[src/rtl/boot_pkg.sv]
// Shared definitions for the boot loader: FSM state codes, frame byte order and word packing.
package boot_pkg;

  localparam int unsigned STATE_W = 4;

  localparam logic [STATE_W-1:0] LEN_LO  = 4'd0;
  localparam logic [STATE_W-1:0] LEN_HI  = 4'd1;
  localparam logic [STATE_W-1:0] DATA_LO = 4'd2;
  localparam logic [STATE_W-1:0] DATA_HI = 4'd3;
  localparam logic [STATE_W-1:0] WRITE   = 4'd4;
  localparam logic [STATE_W-1:0] CHK_LO  = 4'd5;
  localparam logic [STATE_W-1:0] CHK_HI  = 4'd6;
  localparam logic [STATE_W-1:0] RUN     = 4'd7;
  localparam logic [STATE_W-1:0] ERROR   = 4'd8;

  // Frames carry every 16-bit quantity low byte first.
  localparam bit FRAME_LSB_FIRST = 1'b1;

  function automatic logic [15:0] pack_word(input logic [7:0] first_b, input logic [7:0] second_b);
    return FRAME_LSB_FIRST ? {second_b, first_b} : {first_b, second_b};
  endfunction

endpackage

[src/rtl/boot_loader_if.sv]
// Byte-stream input and ROM write port of the boot loader.
interface boot_loader_if #(
  parameter int unsigned ADDR_W = 15
);
  logic [7:0]        rx_data;
  logic              rx_valid;
  logic              rx_ready;
  logic              rom_we;
  logic [ADDR_W-1:0] rom_addr;
  logic [15:0]       rom_wdata;

  modport master (
    output rx_data, rx_valid,
    input  rx_ready, rom_we, rom_addr, rom_wdata
  );

  modport slave (
    input  rx_data, rx_valid,
    output rx_ready, rom_we, rom_addr, rom_wdata
  );
endinterface

[src/rtl/idle_timer.sv]
// Loadable down-counter: clr_i reloads TIMEOUT, en_i counts one idle cycle,
// expire_o flags the idle cycle that exhausts the budget.
module idle_timer #(
  parameter int unsigned TIMEOUT = 1000000
) (
  input  logic clk,
  input  logic reset,
  input  logic clr_i,
  input  logic en_i,
  output logic expire_o
);
  localparam int unsigned CNT_W = $clog2(TIMEOUT + 1);

  logic [CNT_W-1:0] cnt_q, cnt_d;

  always_comb begin
    cnt_d = cnt_q;
    if (clr_i) begin
      cnt_d = CNT_W'(TIMEOUT);
    end else if (en_i && (cnt_q != '0)) begin
      cnt_d = cnt_q - CNT_W'(1);
    end
  end

  always_ff @(posedge clk or posedge reset) begin
    if (reset) begin
      cnt_q <= CNT_W'(TIMEOUT);
    end else begin
      cnt_q <= cnt_d;
    end
  end

  assign expire_o = en_i && (cnt_q == CNT_W'(1));

endmodule

[src/rtl/boot_loader.sv]
// Boot loader: receives a length-prefixed byte frame, writes it to instruction ROM, then releases the CPU.
// Optional trailing 16-bit checksum enabled by BOOT_LOADER_CHECKSUM_EN.
module boot_loader
  import boot_pkg::*;
#(
  parameter int unsigned ADDR_W    = 15,
  parameter int unsigned MAX_WORDS = 32768,
  parameter int unsigned TIMEOUT   = 1000000
) (
  input  logic         clk,
  input  logic         reset,
  input  logic         reload,
  boot_loader_if.slave bus,
  output logic         cpu_reset,
  output logic         done,
  output logic         error
);
  localparam int unsigned CNT_W = 16;

  logic [STATE_W-1:0] state_q, state_d;
  logic [7:0]         lo_q, lo_d;
  logic [CNT_W-1:0]   remain_q, remain_d;
  logic [ADDR_W-1:0]  rom_addr_q, rom_addr_d;
  logic               rom_we_q, rom_we_d;
  logic [15:0]        rom_wdata_q, rom_wdata_d;
  logic               cpu_reset_q, cpu_reset_d;
  logic               done_q, done_d;
  logic               error_q, error_d;
`ifdef BOOT_LOADER_CHECKSUM_EN
  logic [15:0]        sum_q, sum_d;
`endif

  logic        rx_ready_c;
  logic        accept_c;
  logic        expire_c;
  logic [15:0] rx_word_c;

  assign rx_ready_c = state_q inside {LEN_LO, LEN_HI, DATA_LO, DATA_HI, CHK_LO, CHK_HI};
  assign accept_c   = bus.rx_valid & rx_ready_c;
  assign rx_word_c  = pack_word(lo_q, bus.rx_data);

  // Inter-byte idle watchdog; LEN_LO is excluded so the loader may wait forever for a frame.
  if (TIMEOUT != 0) begin : g_timer
    logic count_c;
    assign count_c = state_q inside {LEN_HI, DATA_LO, DATA_HI, CHK_LO, CHK_HI};

    idle_timer #(.TIMEOUT(TIMEOUT)) u_idle_timer (
      .clk      (clk),
      .reset    (reset),
      .clr_i    (accept_c | reload),
      .en_i     (count_c & ~accept_c),
      .expire_o (expire_c)
    );
  end else begin : g_no_timer
    assign expire_c = 1'b0;
  end

  always_comb begin
    state_d     = state_q;
    lo_d        = lo_q;
    remain_d    = remain_q;
    rom_addr_d  = rom_addr_q;
    rom_we_d    = 1'b0;
    rom_wdata_d = rom_wdata_q;
    cpu_reset_d = cpu_reset_q;
    done_d      = done_q;
`ifdef BOOT_LOADER_CHECKSUM_EN
    sum_d       = sum_q;
`endif

    if (reload) begin
      // Reload beats any byte accepted in the same cycle.
      state_d     = LEN_LO;
      remain_d    = '0;
      rom_addr_d  = '0;
      cpu_reset_d = 1'b1;
      done_d      = 1'b0;
`ifdef BOOT_LOADER_CHECKSUM_EN
      sum_d       = '0;
`endif
    end else if (expire_c) begin
      state_d = ERROR;
    end else begin
      case (state_q)
        LEN_LO: begin
          if (accept_c) begin
            lo_d    = bus.rx_data;
            state_d = LEN_HI;
          end
        end
        LEN_HI: begin
          if (accept_c) begin
            if (rx_word_c == 16'd0) begin
`ifdef BOOT_LOADER_CHECKSUM_EN
              state_d = CHK_LO;
`else
              state_d = RUN;
`endif
            end else if (32'(rx_word_c) > MAX_WORDS) begin
              state_d = ERROR;
            end else begin
              remain_d   = rx_word_c;
              rom_addr_d = '0;
              state_d    = DATA_LO;
            end
          end
        end
        DATA_LO: begin
          if (accept_c) begin
            lo_d    = bus.rx_data;
            state_d = DATA_HI;
          end
        end
        DATA_HI: begin
          if (accept_c) begin
            rom_we_d    = 1'b1;
            rom_wdata_d = rx_word_c;
            state_d     = WRITE;
          end
        end
        WRITE: begin
          remain_d = remain_q - CNT_W'(1);
`ifdef BOOT_LOADER_CHECKSUM_EN
          sum_d    = sum_q + rom_wdata_q;
`endif
          // The address stays on the last word so it never walks past the program length.
          if (remain_q == CNT_W'(1)) begin
`ifdef BOOT_LOADER_CHECKSUM_EN
            state_d = CHK_LO;
`else
            state_d = RUN;
`endif
          end else begin
            rom_addr_d = rom_addr_q + ADDR_W'(1);
            state_d    = DATA_LO;
          end
        end
`ifdef BOOT_LOADER_CHECKSUM_EN
        CHK_LO: begin
          if (accept_c) begin
            lo_d    = bus.rx_data;
            state_d = CHK_HI;
          end
        end
        CHK_HI: begin
          if (accept_c) begin
            state_d = (rx_word_c == sum_q) ? RUN : ERROR;
          end
        end
`endif
        RUN: begin
          cpu_reset_d = 1'b0;
          done_d      = 1'b1;
        end
        ERROR: begin
          cpu_reset_d = 1'b1;
        end
        default: begin
          state_d = ERROR;
        end
      endcase
    end

    error_d = (state_d == ERROR);
  end

  always_ff @(posedge clk or posedge reset) begin
    if (reset) begin
      state_q     <= LEN_LO;
      lo_q        <= '0;
      remain_q    <= '0;
      rom_addr_q  <= '0;
      rom_we_q    <= 1'b0;
      rom_wdata_q <= '0;
      cpu_reset_q <= 1'b1;
      done_q      <= 1'b0;
      error_q     <= 1'b0;
`ifdef BOOT_LOADER_CHECKSUM_EN
      sum_q       <= '0;
`endif
    end else begin
      state_q     <= state_d;
      lo_q        <= lo_d;
      remain_q    <= remain_d;
      rom_addr_q  <= rom_addr_d;
      rom_we_q    <= rom_we_d;
      rom_wdata_q <= rom_wdata_d;
      cpu_reset_q <= cpu_reset_d;
      done_q      <= done_d;
      error_q     <= error_d;
`ifdef BOOT_LOADER_CHECKSUM_EN
      sum_q       <= sum_d;
`endif
    end
  end

  assign bus.rx_ready  = rx_ready_c;
  assign bus.rom_we    = rom_we_q;
  assign bus.rom_addr  = rom_addr_q;
  assign bus.rom_wdata = rom_wdata_q;
  assign cpu_reset     = cpu_reset_q;
  assign done          = done_q;
  assign error         = error_q;

endmodule

[src/flat_wrapper.sv]
// flat-port wrapper written by rule: the top's interface ports become plain ports
module boot_loader_flat import boot_pkg::*;
#(
  parameter int unsigned ADDR_W    = 15,
  parameter int unsigned MAX_WORDS = 32768,
  parameter int unsigned TIMEOUT   = 1000000
)
  (clk, reset, reload, cpu_reset, done, error, bus_rx_data, bus_rx_valid, bus_rx_ready, bus_rom_we, bus_rom_addr, bus_rom_wdata);
  boot_loader_if #(.ADDR_W(ADDR_W)) bus_i ();
  input  logic clk;
  input  logic reset;
  input  logic reload;
  output logic cpu_reset;
  output logic done;
  output logic error;
  input wire logic [$bits(bus_i.rx_data)-1:0] bus_rx_data;
  input wire logic [$bits(bus_i.rx_valid)-1:0] bus_rx_valid;
  output wire logic [$bits(bus_i.rx_ready)-1:0] bus_rx_ready;
  output wire logic [$bits(bus_i.rom_we)-1:0] bus_rom_we;
  output wire logic [$bits(bus_i.rom_addr)-1:0] bus_rom_addr;
  output wire logic [$bits(bus_i.rom_wdata)-1:0] bus_rom_wdata;
  assign bus_i.rx_data = bus_rx_data;
  assign bus_i.rx_valid = bus_rx_valid;
  assign bus_rx_ready = bus_i.rx_ready;
  assign bus_rom_we = bus_i.rom_we;
  assign bus_rom_addr = bus_i.rom_addr;
  assign bus_rom_wdata = bus_i.rom_wdata;
  boot_loader #(.ADDR_W(ADDR_W), .MAX_WORDS(MAX_WORDS), .TIMEOUT(TIMEOUT)) u_core (.clk(clk), .reset(reset), .reload(reload), .bus(bus_i), .cpu_reset(cpu_reset), .done(done), .error(error));
endmodule
[config.mk]
export PLATFORM = sky130hd
export DESIGN_NAME = boot_loader_flat
export DESIGN_NICKNAME = d
export VERILOG_FILES = /design/src/rtl/boot_pkg.sv /design/src/rtl/boot_loader_if.sv /design/src/rtl/idle_timer.sv /design/src/rtl/boot_loader.sv /design/src/flat_wrapper.sv
export SDC_FILE = /design/constraint.sdc
export NUM_CORES = 1
export LEC_CHECK = 0
export CORE_UTILIZATION = 45
export CTS_BUF_LIST = sky130_fd_sc_hd__clkbuf_8
export DETAILED_ROUTE_END_ITERATION = 12
export PLACE_DENSITY = 0.69
export REMOVE_ABC_BUFFERS = 1
export SETUP_SLACK_MARGIN = 0.4
export SLEW_MARGIN = 20
export SYNTH_ARGS = -nofsm -noshare
export SYNTH_HDL_FRONTEND = slang
export SYNTH_SLANG_ARGS = --single-unit
[constraint.sdc]
create_clock -name clk -period 2.5 [get_ports clk]
set_clock_uncertainty 0.05 [all_clocks]
set_input_delay 0.25 -clock clk [delete_from_list [all_inputs] [get_ports clk]]
set_output_delay 0.25 -clock clk [all_outputs]
set_load 0.03 [all_outputs]
* Word-level counts from Yosys, hierarchy flattened
Cells that the tools add are included.
Word-level totals: register bits 83, bits of input ports 12, output and inout port bits 36, word-level logic and storage cells 90
Cells by class: $add $sub $neg 3, order comparisons 1, eq/ne operators 16, muxes and demuxes 35, bitwise logic cells 6, reductions and logical operators 19
Operator list (count):
- 2-to-1 mux 15 bit | 6
- 2-to-1 mux 16 bit | 5
- 2-to-1 mux 20 bit | 2
- 2-to-1 mux 4 bit | 8
- one-hot mux 16 bit (2 select lines) | 1
- one-hot mux 15 bit (2 select lines) | 1
- one-hot mux 4 bit (6 select lines) | 1
- equality test 20 x 1 -> 1 bit (second input constant) | 1
- nonzero test 20 bit | 1
- subtractor 20 x 1 -> 20 bit (second input constant) | 1
- equality test 16 x 1 -> 1 bit (second input constant) | 1
- equality test 4 x 3 -> 1 bit (second input constant) | 4
- > comparator 16 bit (second input constant) | 1
- logical NOT 16 bit | 1
- subtractor 16 x 1 -> 16 bit (second input constant) | 1
- adder 15 x 1 -> 15 bit (second input constant) | 1
- 2-to-1 mux 1 bit | 9
- inequality test 3 bit (second input constant) | 3
- equality test 4 x 2 -> 1 bit (second input constant) | 2
- equality test 4 bit (second input constant) | 2
- AND reduction 4 bit | 2
- AND reduction 6 bit | 1
- nonzero test 3 bit | 2
- nonzero test 6 bit | 1
- 15 further kinds | 22

* Longest topological paths before layout
Gate-level depths: netlist of run 1.
depth in word-level cells 9, mapped depth 9, mapped depth without buffers 7

* By module
A second synthesis of run 1 with hierarchy kept.
Unflattened totals: cell total of the unflattened synthesis 490, area total of the unflattened synthesis 4804.6 sq um
By module, submodules not included:
- boot_loader | times used 1, cells an instance 351, area an instance 3475.8 sq um, sequential area each 1577.8 sq um
- idle_timer | times used 1, cells an instance 139, area an instance 1328.8 sq um, sequential area each 509.2 sq um

* Worst setup path after synthesis of run 1
OpenSTA, ideal clock, no wires.
kind flip-flop to flip-flop, start register u_core.lo_q[6], end register u_core.rom_addr_q[0] (netlist: u_core.bus.rom_addr[0]), library setup time 125 ps, arrival time 2220 ps, required time 2325 ps, setup slack 105 ps, cell stages (with the launch flop) 7, buffers on the path 0, clock period less this slack 2395 ps, cells stage by stage dfrtp_1 -> or4_1 -> or4_4 -> o21a_4 -> o21ai_4 -> a31oi_4 -> mux2_4
Between the ends: word-level cells in the longest chain between the ends 3, elaborated cells between the ends (all ways) 5, classes of those cells order compare: 1; eq/ne: 2; reduce/logical: 2
Ends and longest elaborated chain:
- start: declaration | RTL line boot_loader.sv:21 | logic [7:0] lo_q, lo_d;
- start signal: assignment | RTL line boot_loader.sv:183 | lo_q <= lo_d;
- > comparator 16 bit or logical NOT 16 bit (tied branches) | RTL line boot_loader.sv:99, boot_loader.sv:93
- inequality test 3 bit (no source line)
- AND reduction 6 bit (no source line) *
- end signal: assignment | RTL line boot_loader.sv:185 | rom_addr_q <= rom_addr_d;
- end: declaration | RTL line boot_loader.sv:23 | logic [ADDR_W-1:0] rom_addr_q, rom_addr_d;
Mark *: on every way between the ends. The rest lies on a longest branch, timed or not. A chain may end at the register's enable or synchronous reset.

* Final worst setup path of run 1
start register u_core.lo_q[6], end register u_core.state_q[1]
Between the ends: word-level cells in the longest chain between the ends 7, elaborated cells between the ends (all ways) 8, classes of those cells order compare: 1; mux: 6; reduce/logical: 1
Ends and longest elaborated chain:
- > comparator 16 bit | RTL line boot_loader.sv:99 | end else if (32'(rx_word_c) > MAX_WORDS) begin
- 2-to-1 mux 4 bit | RTL line boot_loader.sv:99
- 2-to-1 mux 4 bit * | RTL line boot_loader.sv:93 | if (rx_word_c == 16'd0) begin
- 2-to-1 mux 4 bit * | RTL line boot_loader.sv:92 | if (accept_c) begin
- one-hot mux 4 bit (6 select lines) * | RTL line boot_loader.sv:84 | case (state_q)
- 2-to-1 mux 4 bit * | RTL line boot_loader.sv:81 | end else if (expire_c) begin
- 2-to-1 mux 4 bit * | RTL line boot_loader.sv:71 | if (reload) begin
- named net u_core.state_d[1] | RTL line boot_loader.sv:20 | logic [STATE_W-1:0] state_q, state_d;
- end signal: assignment | RTL line boot_loader.sv:182 | state_q <= state_d;
- end: declaration | RTL line boot_loader.sv:20
Mark *: on every way through the listed nets, which the timed path passes. The rest lies on a longest branch.

==> results of run 1 <==
## final cells by class
cell class	count	area, µm²	area share [%]
multi-input combinational	335	2370	39.83
inverter	12	46.29	0.7781
tap	129	161.4	2.713
timing repair buffer	114	1049	17.62
clock inverter	6	88.84	1.493
sequential	83	2097	35.25
clock buffer	10	137.6	2.313
## what timing repair did
action | 4_1_cts | 5_1_grt
gates cloned | 2 | 0
pin swaps | 21 | 28
hold endpoints to repair | 0 | 0
setup endpoints to repair | 48 | 51
setup buffers | 7 | 15
hold buffers | 0 | 0
gates resized for setup | 47 | 29
## flip-flops by register name, indices dropped and copies added (netlist names), 4 cells and up
register                           cells
u_core.remain_q                       16
u_core.lo_q                            8
u_core.state_q                         4
u_core.bus.rom_wdata                  16
u_core.g_timer.u_idle_timer.cnt_q     20
u_core.bus.rom_addr                   15
## cells in the mapped netlist (all sizes together) (2+ instances only)
cell	instances
a21oi	22
o221ai	3
clkbuf	20
nand4	11
nand3	28
nor4	11
o21ai	23
buf	2
nor2b	2
mux2	26
xnor2	5
and3	6
nand3b	2
nand2	41
a21o	6
a311oi	2
a211oi	3
inv	11
o21a	4
xor2	14
or2	3
o31ai	8
nor3	12
a31oi	10
or3	6
ha	5
dfrtp	75
nor2	51
o211ai	2
dfstp	8
or4	6
o311ai	8
nand2b	3
## kinds of logic after synthesis
| logic type | count (synthesis) |
|---|---|
| simple gates | 186 |
| buf+inv | 34 |
| flops | 83 |
| xor+xnor | 19 |
| compound gates | 99 |
| fa+ha+maj | 5 |
| mux | 26 |
## final timing paths
check,startpoint,endpoint,slack (ns)
worst max-delay path,u_core.lo_q[6]$_DFFE_PP0P_,u_core.state_q[1]$_DFF_PP0_,0.19
worst max register to register,u_core.lo_q[6]$_DFFE_PP0P_,u_core.state_q[1]$_DFF_PP0_,0.19
min in group clk,bus_rx_data[3],u_core.lo_q[3]$_DFFE_PP0P_,0.36
worst min-delay path,reset,u_core.g_timer.u_idle_timer.cnt_q[5]$_DFFE_PP0P_,0.25
worst min register to register,u_core.bus.rom_wdata[6]$_DFFE_PP0P_,u_core.bus.rom_wdata[6]$_DFFE_PP0P_,0.46
max in group asynchronous,reset,u_core.bus.rom_addr[1]$_DFFE_PP0P_,1.79
## power groups by stage
stage | Sequential (W) | Clock, W | Combinational, W
2_1_floorplan | 0.00153 | 0 | 0.000211
3_3_place_gp | 0.00150 | 0 | 0.000447
3_5_place_dp | 0.00150 | 0 | 0.000451
4_1_cts | 0.00148 | 0.00112 | 0.000474
5_1_grt | 0.00149 | 0.00117 | 0.000548
6_report | 0.00148 | 0.00110 | 0.000505
## worst max-delay path: cells and delay by family, from the launching register on
| family | cells | cell delay (ns) |
|---|---|---|
| AO/OA/AOI/OAI | 2 | 0.39 |
| flip-flops | 1 | 0.38 |
| buffers and inverters | 1 | 0.14 |
| AND/OR/NAND/NOR | 3 | 1.26 |
## per-stage QoR
step                hold slack (ns)  cells  setup TNS, ns
floorplan                    0.2631    430       -0.04766
global placement             0.4385    649         -6.326
detailed placement           0.4422    649         -7.639
CTS                          0.2784    674              0
global route                 0.3275    689              0
finish                       0.2477    689              0
## layer usage
metal / vias up / share of wire (%)
met5: - / 0
met1: 1928 / 44
li1: 1856 / -
met3: 19 / 5.3
met4: 0 / 2.0
met2: 134 / 49
==> impl_metrics.ini, run 1 <==
[run_status]
status = complete, no violations

[sta]
slew_headroom_pct = 57.59
setup_ws_ns = 0.1902
rsz0062_at_grt = yes
finalCriticalPeriod_ns = 2.310
worst_slew_pin_slew_ns = 0.6361
fmax_mhz = 432.9
slew_violations = 0
hold_violations = 0
period_share_pct = 92.39
finalSetupViolCount = 0

[setup_path]
cp-end-kind = register
cpPeakStageDelay_ns = 0.45
path_class = reg -> reg
crit_chain = or4_4, or4_4, o21a_4, buf_4, or4_1, a21oi_1
startpoint_type = register
r2r_cells = 6
crit_fanout = 4
path_common_cell = or4_4
cp.arrival_ns = 2.53
cp_slowest_cell = or4_4
critPathRequiredTime_ns = 2.72

[yosys]
synth_area_per_cell_um2 = 9.625
ys_seq_area_share_pct = 47.97
synth_area_leaders = dfrtp_1 43%, mux2_2 6.5%, dfstp_2 4.8%, nor2_1 4.4%, nand2_1 3.5%
syn_inst = 452
yosysUniqueCellTypes = 55
synthMuxAreaShare_pct = 6.816
synth_compound_area_share_pct = 15.62
async_reset_ff_share_pct = 100.0
yosys_warnings = 0
yosys.area.top_type = dfrtp_1
synth_top_family_by_area = simple AND/OR/NAND/NOR gates
synth_top_area_share_pct = 43.14
yosys.area_share.simple_pct = 21.31
ys_ff_latch = 83
ys.flop_type = dfrtp_1
synth_fa_ha_area_share_pct = 1.438
synth_edf_count = 0
synth_xor_xnor_area_share_pct = 3.825
netlist_area_um2 = 4350

[power]
peakVddDrop_mv = 0.3529
p_sw_share_pct = 27.81
pwr-share-seq_pct = 47.9
leakagePower_nw = 2.495
comb_power_share_pct = 16.3
internal-power_w = 0.002230
powerDensity_nw_per_um2 = 519.1
p_clk_share_pct = 35.8
p_switching_w = 0.0008589
power_w = 0.003089

[min_path]
hp-class = in -> async

[cts]
clkSinkCount = 83
cts_buffers = 9
htreeDepth = 3
worstSkewPairLatency_ns = 0.36
cts_tree = yes
path_clk_slew_ns = 0.09
root_buffer = clkbuf_8
clock_path_buffers = 2

[cells_and_area]
final_cell_mix = 67 x dfrtp_1, 56 x buf_4, 50 x nor2_1
fillerInstances = 781
diodes = 0
drive_gt1_share_pct = 30.36
syn_to_final_growth_pct = 36.76
final_core_util_pct = 64.08
final_nets = 572
fin_area_um2 = 5949
layout.cells.most_common = dfrtp_1

[floorplan]
die_w_um = 100.3
rows = 35
fp.dieH_um = 100.3
core_um2 = 9284
start_util_pct = 46.86
io_pins = 48
dieArea_um2 = 10070

[place]
place_ws_ns = -0.3523
hpwl_mm = 7.584
placed_cell_area_um2 = 5245
port_buffers = 47
routabilityCongestion = 0.9155

[routing]
via_per_inst = 5.714
via_count = 3937
drt-initial-drc-count = 230
drc = 0
wl_per_cell_um = 16.65
drt-total-wl_mm = 11.47
postRouteAntennaNets = 0
drtPass1Iterations = 4

[grt]
grt_pass1_vias = 3783
grt_util_met2_pct = 39.83
grt-ovfl-total = 0
track_usage_pct = 23.96
grtUsageMet1_pct = 30.78
grt_pass1_wl_mm = 18.91
gr-max-usage-layer = met2
use_met3_pct = 4.596
antenna_found_initial = 0
grt_max_degree = 84

[job]
cap_violations = 0
Note: power is estimated with default switching activity, not from simulation.
==> run 2, diff against run 1 <==
--- a/config.mk
+++ b/config.mk
@@ -9,6 +9,7 @@
 export CTS_BUF_LIST = sky130_fd_sc_hd__clkbuf_8
 export DETAILED_ROUTE_END_ITERATION = 12
 export PLACE_DENSITY = 0.69
+export RECOVER_POWER = 50
 export REMOVE_ABC_BUFFERS = 1
 export SETUP_SLACK_MARGIN = 0.4
 export SLEW_MARGIN = 20
==> run 2 against run 1 <==
  * Global-route usage unchanged
  * Via count down 0.41%
  * Register-to-register slack about the same
  * Worst hold slack better by 0.12 ns
  * Die area unchanged
  * Combinational power down 2%
  * Fmax up 0.10%
  * First-iteration DRC count up 0.43%
  * Critical path depth unchanged
  * Cell count unchanged
==> impl_metrics.ini, run 2 (synthesis gave the netlist of run 1 again) <==
[run_status]
status = complete, no violations

[sta]
rsz0062_at_grt = yes
fmax_mhz = 433.4
slew_headroom_pct = 23.67
finalCriticalPeriod_ns = 2.307
finalSetupViolCount = 0
worst_slew_pin_slew_ns = 1.145
hold_violations = 0
slew_violations = 0
period_share_pct = 92.30

[grt]
grt-ovfl-total = 0
antenna_found_initial = 0
track_usage_pct = 23.96
grt_max_degree = 84
grt_pass1_vias = 3783
grt_pass1_wl_mm = 18.91

[floorplan]
die_w_um = 100.3
fp.dieH_um = 100.3
start_util_pct = 46.86
core_um2 = 9284
io_pins = 48
rows = 35
dieArea_um2 = 10070

[routing]
drc = 0
drt-initial-drc-count = 231
via_count = 3921
postRouteAntennaNets = 0
drtPass1Iterations = 4
wl_per_cell_um = 16.61
via_per_inst = 5.691
drt-total-wl_mm = 11.45

[place]
placed_cell_area_um2 = 5245
place_inst = 649
routabilityCongestion = 0.9155
hpwl_mm = 7.584
port_buffers = 47

[setup_path]
path_class = reg -> reg
critPathRequiredTime_ns = 2.72
cp.arrival_ns = 2.53
startpoint_type = register
r2r_slack_ns = 0.19
r2r_cells = 6
regToRegEndpoint = u_core.state_q[1]$_DFF_PP0_
cp-end-kind = register
crit_path_start = u_core.lo_q[6]$_DFFE_PP0P_
reg2reg_from = u_core.lo_q[6]$_DFFE_PP0P_
crit_fanout = 4

[min_path]
whs_endpoint = u_core.lo_q[3]$_DFFE_PP0P_
hold_start = bus_rx_data[3]
min_path_cells = 3
hp-class = in -> reg

[cells_and_area]
drive_gt1_share_pct = 30.00
layout.cells.most_common = dfrtp_1
largest_reg_flops = 20
final_cell_mix = 68 x dfrtp_1, 56 x buf_4, 50 x nor2_1
final_nets = 572
fin_area_um2 = 5936
diodes = 0
finalNonFillerCells = 689
final_core_util_pct = 63.94
regMostFlops = u_core.g_timer.u_idle_timer.cnt_q
syn_to_final_growth_pct = 36.44

[cts]
clkSinkCount = 83
root_buffer = clkbuf_8
path_clk_slew_ns = 0.09
clock_path_buffers = 2
worstSkewPairLatency_ns = 0.36
cts_buffers = 9
cts_tree = yes
htreeDepth = 3
ctsHoldBuffers = 0

[power]
power_w = 0.003073
leakagePower_nw = 2.537
powerDensity_nw_per_um2 = 517.7
peakVddDrop_mv = 0.3502

[job]
cap_violations = 0
## run 2: repair_timing
item	CTS	global route
setup buffers	7	15
setup endpoints to repair	48	51
hold endpoints to repair	0	0
resized for setup	47	29
pin swaps	21	28
gates cloned	2	0
## run 2: how the worst max path moves through the flow
stage,slack (ns),depth (start not counted),to
6_report,0.19,6,u_core.state_q[1]$_DFF_PP0_
5_1_grt,0.08,5,u_core.bus.rom_wdata[5]$_DFFE_PP0P_
4_1_cts,0.17,6,u_core.bus.rom_addr[0]$_DFFE_PP0P_
3_5_place_dp,-0.35,8,u_core.bus.rom_addr[6]$_DFFE_PP0P_
3_3_place_gp,-0.29,8,u_core.bus.rom_addr[9]$_DFFE_PP0P_
2_1_floorplan,-0.05,5,u_core.bus.rom_addr[0]$_DFFE_PP0P_
## run 2: report_power, final
group          leakage, nW  internal, W  switching (W)
combinational         1.33     0.000220       0.000274
sequential            1.10      0.00141      0.0000671
clock                0.108     0.000590       0.000511
total                 2.54      0.00222       0.000853
## run 2: metrics by stage
stage	setup WS, ns	hold WS, ns	TNS [ns]
floorplan	-0.04766	0.2631	-0.04766
global placement	-0.2918	0.4385	-6.326
detailed placement	-0.3523	0.4422	-7.639
CTS	0.1668	0.2784	0
global route	0.07534	0.3817	0
finish	0.1926	0.3638	0
## run 2: critical path, cell delays in order (launching register included)
cell,delay (ns)
dfrtp_1,0.38
or4_4,0.43
or4_4,0.45
o21a_4,0.25
buf_4,0.14
or4_1,0.39
a21oi_1,0.14
## run 2: cell type report
cell class | instances | area (µm²)
fill | 781 | 3348
multi-input combinational | 335 | 2370
sequential | 83 | 2096
timing repair buffer | 114 | 1036
tap | 129 | 161.4
clock buffer | 10 | 137.6
clock inverter | 6 | 88.84
inverter | 12 | 46.29
## run 2: layer usage
| metal | global-route usage, % | wire, µm | vias to the layer above |
|---|---|---|---|
| met2 | 39.83 | 5586 | 122 |
| met1 | 30.78 | 5077 | 1925 |
| met4 | 9.699 | 246 | 0 |
| li1 | - | - | 1854 |
| met3 | 4.596 | 534 | 20 |
| met5 | 0 | 0 | - |
